`src/rtl/bubble_issue_ctrl_pkg.sv`:
```
// Shared definitions for the decode-to-execute bubble issue controller.
package bubble_issue_ctrl_pkg;

  // Width of the bubble request coming from decode hazard logic
  localparam int unsigned BUBBLE_W = 2;

  // addi x0, x0, 0
  localparam logic [31:0] NOP_ENC = 32'h0000_0013;

  typedef enum logic [0:0] {
    StIdle = 1'b0,
    StHold = 1'b1
  } state_e;

  // Requests of 3 are not legal from decode; saturate them to the 2-cycle maximum
  function automatic logic [BUBBLE_W-1:0] clamp_bubble(input logic [BUBBLE_W-1:0] req);
    return (req == 2'd3) ? 2'd2 : req;
  endfunction

endpackage

```
`src/rtl/bubble_issue_ctrl.sv`:
```
// ID/EX pipeline register with load-use bubble insertion, flush and memory-stall freeze.
module bubble_issue_ctrl
  import bubble_issue_ctrl_pkg::*;
#(
  parameter logic [31:0] NOP_INSTR = NOP_ENC,
  parameter int unsigned PERF_W    = 32
) (
  input  logic                clk,
  input  logic                rst_n,
  input  logic                id_valid,
  input  logic [31:0]         id_instr,
  input  logic [31:0]         id_pc,
  input  logic [BUBBLE_W-1:0] id_bubble,
  input  logic                mem_stall,
  input  logic                redirect,
  output logic                if_stall,
  output logic [31:0]         ex_instr,
  output logic [31:0]         ex_pc,
  output logic                ex_valid,
  output logic [PERF_W-1:0]   bubble_count
);

  state_e              state_q;
  logic [BUBBLE_W-1:0] cnt_q;
  logic [31:0]         hold_instr_q;
  logic [31:0]         hold_pc_q;
  logic [BUBBLE_W-1:0] bubble_eff;

  assign bubble_eff = clamp_bubble(id_bubble);

  // Front-end stall: flush releases it, a memory stall forces it, otherwise hold while NOPs remain
  always_comb begin
    if_stall = 1'b0;
    if (redirect) begin
      if_stall = 1'b0;
    end else if (mem_stall) begin
      if_stall = 1'b1;
    end else if (state_q == StHold) begin
      if_stall = (cnt_q != '0);
    end else begin
      if_stall = id_valid && (bubble_eff != '0);
    end
  end

  // Issue FSM together with the ID/EX register and the bubble counter
  always_ff @(posedge clk or negedge rst_n) begin
    if (!rst_n) begin
      state_q      <= StIdle;
      cnt_q        <= '0;
      hold_instr_q <= NOP_INSTR;
      hold_pc_q    <= '0;
      ex_instr     <= NOP_INSTR;
      ex_pc        <= '0;
      ex_valid     <= 1'b0;
      bubble_count <= '0;
    end else if (redirect) begin
      // Any held instruction is on the wrong path; drop it without counting
      ex_instr <= NOP_INSTR;
      ex_valid <= 1'b0;
      state_q  <= StIdle;
      cnt_q    <= '0;
    end else if (!mem_stall) begin
      unique case (state_q)
        StIdle: begin
          if (!id_valid) begin
            ex_instr <= NOP_INSTR;
            ex_valid <= 1'b0;
          end else if (bubble_eff == '0) begin
            ex_instr <= id_instr;
            ex_pc    <= id_pc;
            ex_valid <= 1'b1;
          end else begin
            ex_instr     <= NOP_INSTR;
            ex_valid     <= 1'b0;
            hold_instr_q <= id_instr;
            hold_pc_q    <= id_pc;
            cnt_q        <= bubble_eff - 2'd1;
            state_q      <= StHold;
            bubble_count <= bubble_count + PERF_W'(1);
          end
        end
        StHold: begin
          if (cnt_q != '0) begin
            ex_instr     <= NOP_INSTR;
            ex_valid     <= 1'b0;
            cnt_q        <= cnt_q - 2'd1;
            bubble_count <= bubble_count + PERF_W'(1);
          end else begin
            // Decode's copy of this instruction is not re-evaluated; the hazard is already covered
            ex_instr <= hold_instr_q;
            ex_pc    <= hold_pc_q;
            ex_valid <= 1'b1;
            state_q  <= StIdle;
          end
        end
        default: state_q <= StIdle;
      endcase
    end
  end

endmodule

```
`config.mk`:
```
export PLATFORM = sky130hd
export DESIGN_NAME = bubble_issue_ctrl
export DESIGN_NICKNAME = d
export VERILOG_FILES = /design/src/rtl/bubble_issue_ctrl_pkg.sv /design/src/rtl/bubble_issue_ctrl.sv
export SDC_FILE = /design/constraint.sdc
export NUM_CORES = 1
export LEC_CHECK = 0
export ABC_AREA = 1
export CAP_MARGIN = 15
export CELL_PAD_IN_SITES_DETAIL_PLACEMENT = 0
export CELL_PAD_IN_SITES_GLOBAL_PLACEMENT = 2
export CORE_MARGIN = 1
export CORE_UTILIZATION = 32
export DETAILED_ROUTE_END_ITERATION = 16
export PLACE_DENSITY_LB_ADDON = 0.2
export SLEW_MARGIN = 15
export SYNTH_ARGS = -nofsm -noshare
export SYNTH_HDL_FRONTEND = slang
export SYNTH_SLANG_ARGS = --single-unit
```
`constraint.sdc`:
```
create_clock -name clk -period 1.94 [get_ports clk]
set_input_delay 0.388 -clock clk [delete_from_list [all_inputs] [get_ports clk]]
set_output_delay 0.388 -clock clk [all_outputs]
set_load 0.03 [all_outputs]
```
==> results.md <==
- 0 antenna diodes ended up in the layout.
- Traced cell by cell, the critical path runs through nor2_2, nand2_4, nand2_4, nor2_2, o21a_1, buf_6.
- In the final layout, flip-flops and latches occupy about 4100 um^2.
- The area after detailed placement is 9850 um^2.
- The synthesized-area fraction occupied by and/or/nand/nor cells is 18.2%.
- The number of CTS-inserted buffers is 17.
- The timing-limited maximum frequency is between 0.5 and 0.6 GHz.
- The residual DRC count is 0.
- In the synthesized netlist the async set-or-reset flop fraction comes to 100%.
- The synthesized netlist devotes roughly 8.6% of its cell area to compound gates.
- The standard-cell row count is 55.
- The portion of the post-synthesis area used by sequential elements is 54.2%.
- The most used flip-flop cell after synthesis is sky130_fd_sc_hd__dfrtp_1.
- STA classifies the critical path endpoint as an output pin.
- Synthesis inferred between 150 and 200 register bits.
- In the routed layout, each cell is associated on average with a via count of 4.66.
- The synthesized netlist devotes 1.50% of its cell area to XOR and XNOR gates.
- After layout, the worst path uses between 90% and 100% of the clock period.
- The most common cell in the netlist is sky130_fd_sc_hd__nand2_1.
- Sorting the synthesized cells by area gives the leading types as sky130_fd_sc_hd__dfrtp_1 (52%), sky130_fd_sc_hd__mux2_4 (12%), sky130_fd_sc_hd__nand2_1 (9.2%).
- The total overflow left after global routing is 0.
- The number of antenna violations at the first check in global routing is 0.
- Clock tree synthesis found a total of 164 sinks.
- By area, the combinational part of the netlist is dominated by simple AND/OR/NAND/NOR gates.
- The pin slew with the least headroom to its limit is ~440 ps.
- The worst pin sits at a relative slew slack of a little under three quarters.
- The floorplan step defined a die boundary enclosing between 20,000 and 25,000 um^2.
- The number of global-route vias before repair is 5,947.
- From synthesis to final layout, the design area changed by 38.6%.
- The post-route clock skew is 7.71 ps.
- Counting instances in the post-synthesis netlist gives the leading cell types as sky130_fd_sc_hd__nand2_1 (185), sky130_fd_sc_hd__dfrtp_1 (158), sky130_fd_sc_hd__nor2_1 (78).
- For this run, the total global-route usage over all layers was measured as 17.3%.
- The count of filler cells inserted in the layout is 2,173.
- The clock latency reported for the late side of the worst-skew pair is between 400 and 500 ps.
- The initial standard-cell utilization of the core is 33.1%.
- The count of synthesis-stage warnings from yosys is 0.
- The tightest min-delay check is of the in -> async type.
- The top-area cell type share of the netlist area is 52.1%.
- The number of setup violations in the final report is 0.
- The completed layout was analyzed and its total power is 10,300 uW.
- The shortest clock period the worst path allows after layout is 1890 ps.
- The net count reported at finish is 1,012.
- The depth of the CTS H-tree is 4.
- After clock tree synthesis, the clock-pin slew on the worst setup and hold paths is roughly 70 ps.
- The detail route stage leaves a number of antenna-violating nets equal to 0.
- The arrival time at the worst endpoint is 1510 ps.
- The peak fanout along the critical path is 5.
- The startpoint type of the worst setup path is a register.
- The kind of cell with the highest combined delay along the critical path is flip-flops.
- The worst setup path is of the reg -> out kind.
- The number of nets in the synthesized netlist is 813.
- The wire length after detailed routing is 20,200 um.
- The CTS tree is built.
- The congestion estimate from routability-driven global placement came to 0.810.
- For the final routed database, the setup TNS stands at 0 ps.
- The number of buffers added on ports is ~170.
- The number of buffers and inverters on the critical path is 1.
- The synthesized netlist contains 33 unique library cells.
- The biggest cell delay along the critical path is around 400 ps.
- The mean instance size in the synthesized netlist is 10.2 um^2.
- After technology mapping, the gate count stands at approximately 740.
- The leakage power is 0.00494 uW.
- Entering global routing, the biggest net connects 42 pins.
- The total number of vias is 5,905.
- Once layout is done, the placed cells without fillers occupy 10,500 um^2.
- Summed over all instances, the cell type with the most area after synthesis is sky130_fd_sc_hd__dfrtp_1.
- Summed over all nets, the half-perimeter wirelength after detailed placement is between 10,000 and 15,000 um.
- The number of max-slew violations in the final report is 0.
- The post-route worst setup slack is between 40 and 50 ps.
- The hold violation count in the final report came to 0.
- The slowest cell on the critical path is sky130_fd_sc_hd__dfrtp_1.
- The number of DRC violations after detailed-routing iteration 0 is 296.
- Setup repair after global routing could not meet its margin everywhere.
- The first global-routing pass estimated 32,500 um of wire.
- The adder and majority gate portion of the synthesized area is 0.165%.
- After detailed routing, the average wire length per cell comes to 15.9 um.
- IR analysis of the VDD net gives a maximum drop of 551 uV.
- Across the run, the number of max-cap violations was 0.
- During I/O placement, the number of pins put on the boundary was between 150 and 200.
- For this run, the detailed router's first-pass iteration total came to 4.
- The height of the die is approximately 160 um.
- The area of combinational cells with multiple inputs is 3120 um^2.
- The area inside the core boundary is 22,900 um^2.
- At the placement stage, the worst setup path has a slack of -182 ps.
- In this run the horizontal extent of the chip is roughly 160 um.
- The clock passes through at most 2 buffers.
- The post-synthesis cell area is 7580 um^2.
- The multiplexer share of the synthesized area is roughly an eighth.
- The library cell used as clock root buffer is sky130_fd_sc_hd__clkbuf_16.
- At the worst endpoint, the required time is approximately 1600 ps.
- In this run the power density over the cells is roughly 980 nW/um^2.
- In the final layout, the share of cells above drive strength 1 is a little under a fifth.
- In this run, synthesis inferred 0 flip-flops with an integrated enable.
- The run finished with clean final reports.
==> logic make-up (layout without fill, tap and decap cells) <==
logic type | after synthesis | count (layout)
buf+inv | 71 | 283
flops | 164 | 164
mux | 64 | 64
simple gates | 322 | 322
compound gates | 106 | 106
fa+ha+maj | 1 | 1
xor+xnor | 13 | 13
==> power by group <==
| group | switching (uW) | internal [uW] |
|---|---|---|
| logic | 1280 | 1290 |
| clock network | 1480 | 1800 |
| registers | 382 | 4050 |
==> through the flow <==
step,util [%],hold WS [ps],std cells
detailed placement,43.0,347,1226
global placement,43.0,342,1226
finish,45.9,458,1266
global route,45.9,488,1266
floorplan,-,92.4,741
CTS,45.4,470,1259
==> area by class of cell <==
type / count / area share [%]
sequential: 164 / 39.1
multi-input combinational: 506 / 29.7
timing repair buffer: 214 / 20.6
clock buffer: 17 / 4.05
tap: 313 / 3.73
clock inverter: 15 / 1.39
inverter: 37 / 1.35
==> worst paths after layout <==
| check | from | to | slack (ps) | depth (start not counted) |
|---|---|---|---|---|
| setup / recovery | cnt_q[1] | if_stall | 50 | 6 |
| hold / removal | rst_n | ex_pc[7] | 460 | 2 |
| setup reg to reg | bubble_count[0] | bubble_count[30] | 290 | 8 |
| hold reg to reg | ex_instr[31] | ex_instr[31] | 490 | 2 |
| max in group asynchronous | rst_n | ex_pc[21] | 840 | 3 |
| min in group clk | ex_instr[31] | ex_instr[31] | 490 | 2 |
==> placed cells by master, fill, tap and decap left out, types with 5 or more instances in the layout <==
cell                              instances
sky130_fd_sc_hd__a21oi_1                  6
sky130_fd_sc_hd__o21ai_0                 24
sky130_fd_sc_hd__nor2_4                   5
sky130_fd_sc_hd__nor2_1                  72
sky130_fd_sc_hd__dfstp_2                  6
sky130_fd_sc_hd__nor2_2                   8
sky130_fd_sc_hd__nand4_1                  9
sky130_fd_sc_hd__dlygate4sd2_1           25
sky130_fd_sc_hd__inv_6                    6
sky130_fd_sc_hd__dfrtp_1                157
sky130_fd_sc_hd__xnor2_1                  9
sky130_fd_sc_hd__dlymetal6s2s_1          12
sky130_fd_sc_hd__a22oi_1                 29
sky130_fd_sc_hd__nand2_1                185
sky130_fd_sc_hd__buf_12                  11
sky130_fd_sc_hd__o21ai_1                 11
sky130_fd_sc_hd__nand3_1                 28
sky130_fd_sc_hd__buf_4                   34
sky130_fd_sc_hd__clkbuf_16               17
sky130_fd_sc_hd__inv_1                   33
sky130_fd_sc_hd__mux2_4                  60
sky130_fd_sc_hd__clkdlybuf4s50_1        129
sky130_fd_sc_hd__a31oi_1                 32
==> registers in the layout, summed over array words and instances, names as in the netlist <==
name and flops:
bubble_count 32, ex_instr 32, hold_instr_q 32, hold_pc_q 32
ex_pc 32, ex_valid 1, state_q 1, cnt_q 2
==> what timing repair did <==
item / in CTS / in global routing
endpoints found under the setup margin: 26 / 12
hold buffers: 1 / 0
gates resized for setup: 26 / 19
pin swaps: 0 / 3
endpoints found under the hold margin: 31 / 0
setup buffers: 0 / 7
==> per-layer routing <==
metal	part of all wire, %	vias up	track usage, %	wire length, um
li1	-	2870	-	-
met1	48	2871	24.2	9640
met2	46	148	27.3	9330
met3	4.5	16	3.11	912
met4	1.3	0	5.28	272
met5	0	-	0	0
Power figures use the tool's default switching activity.
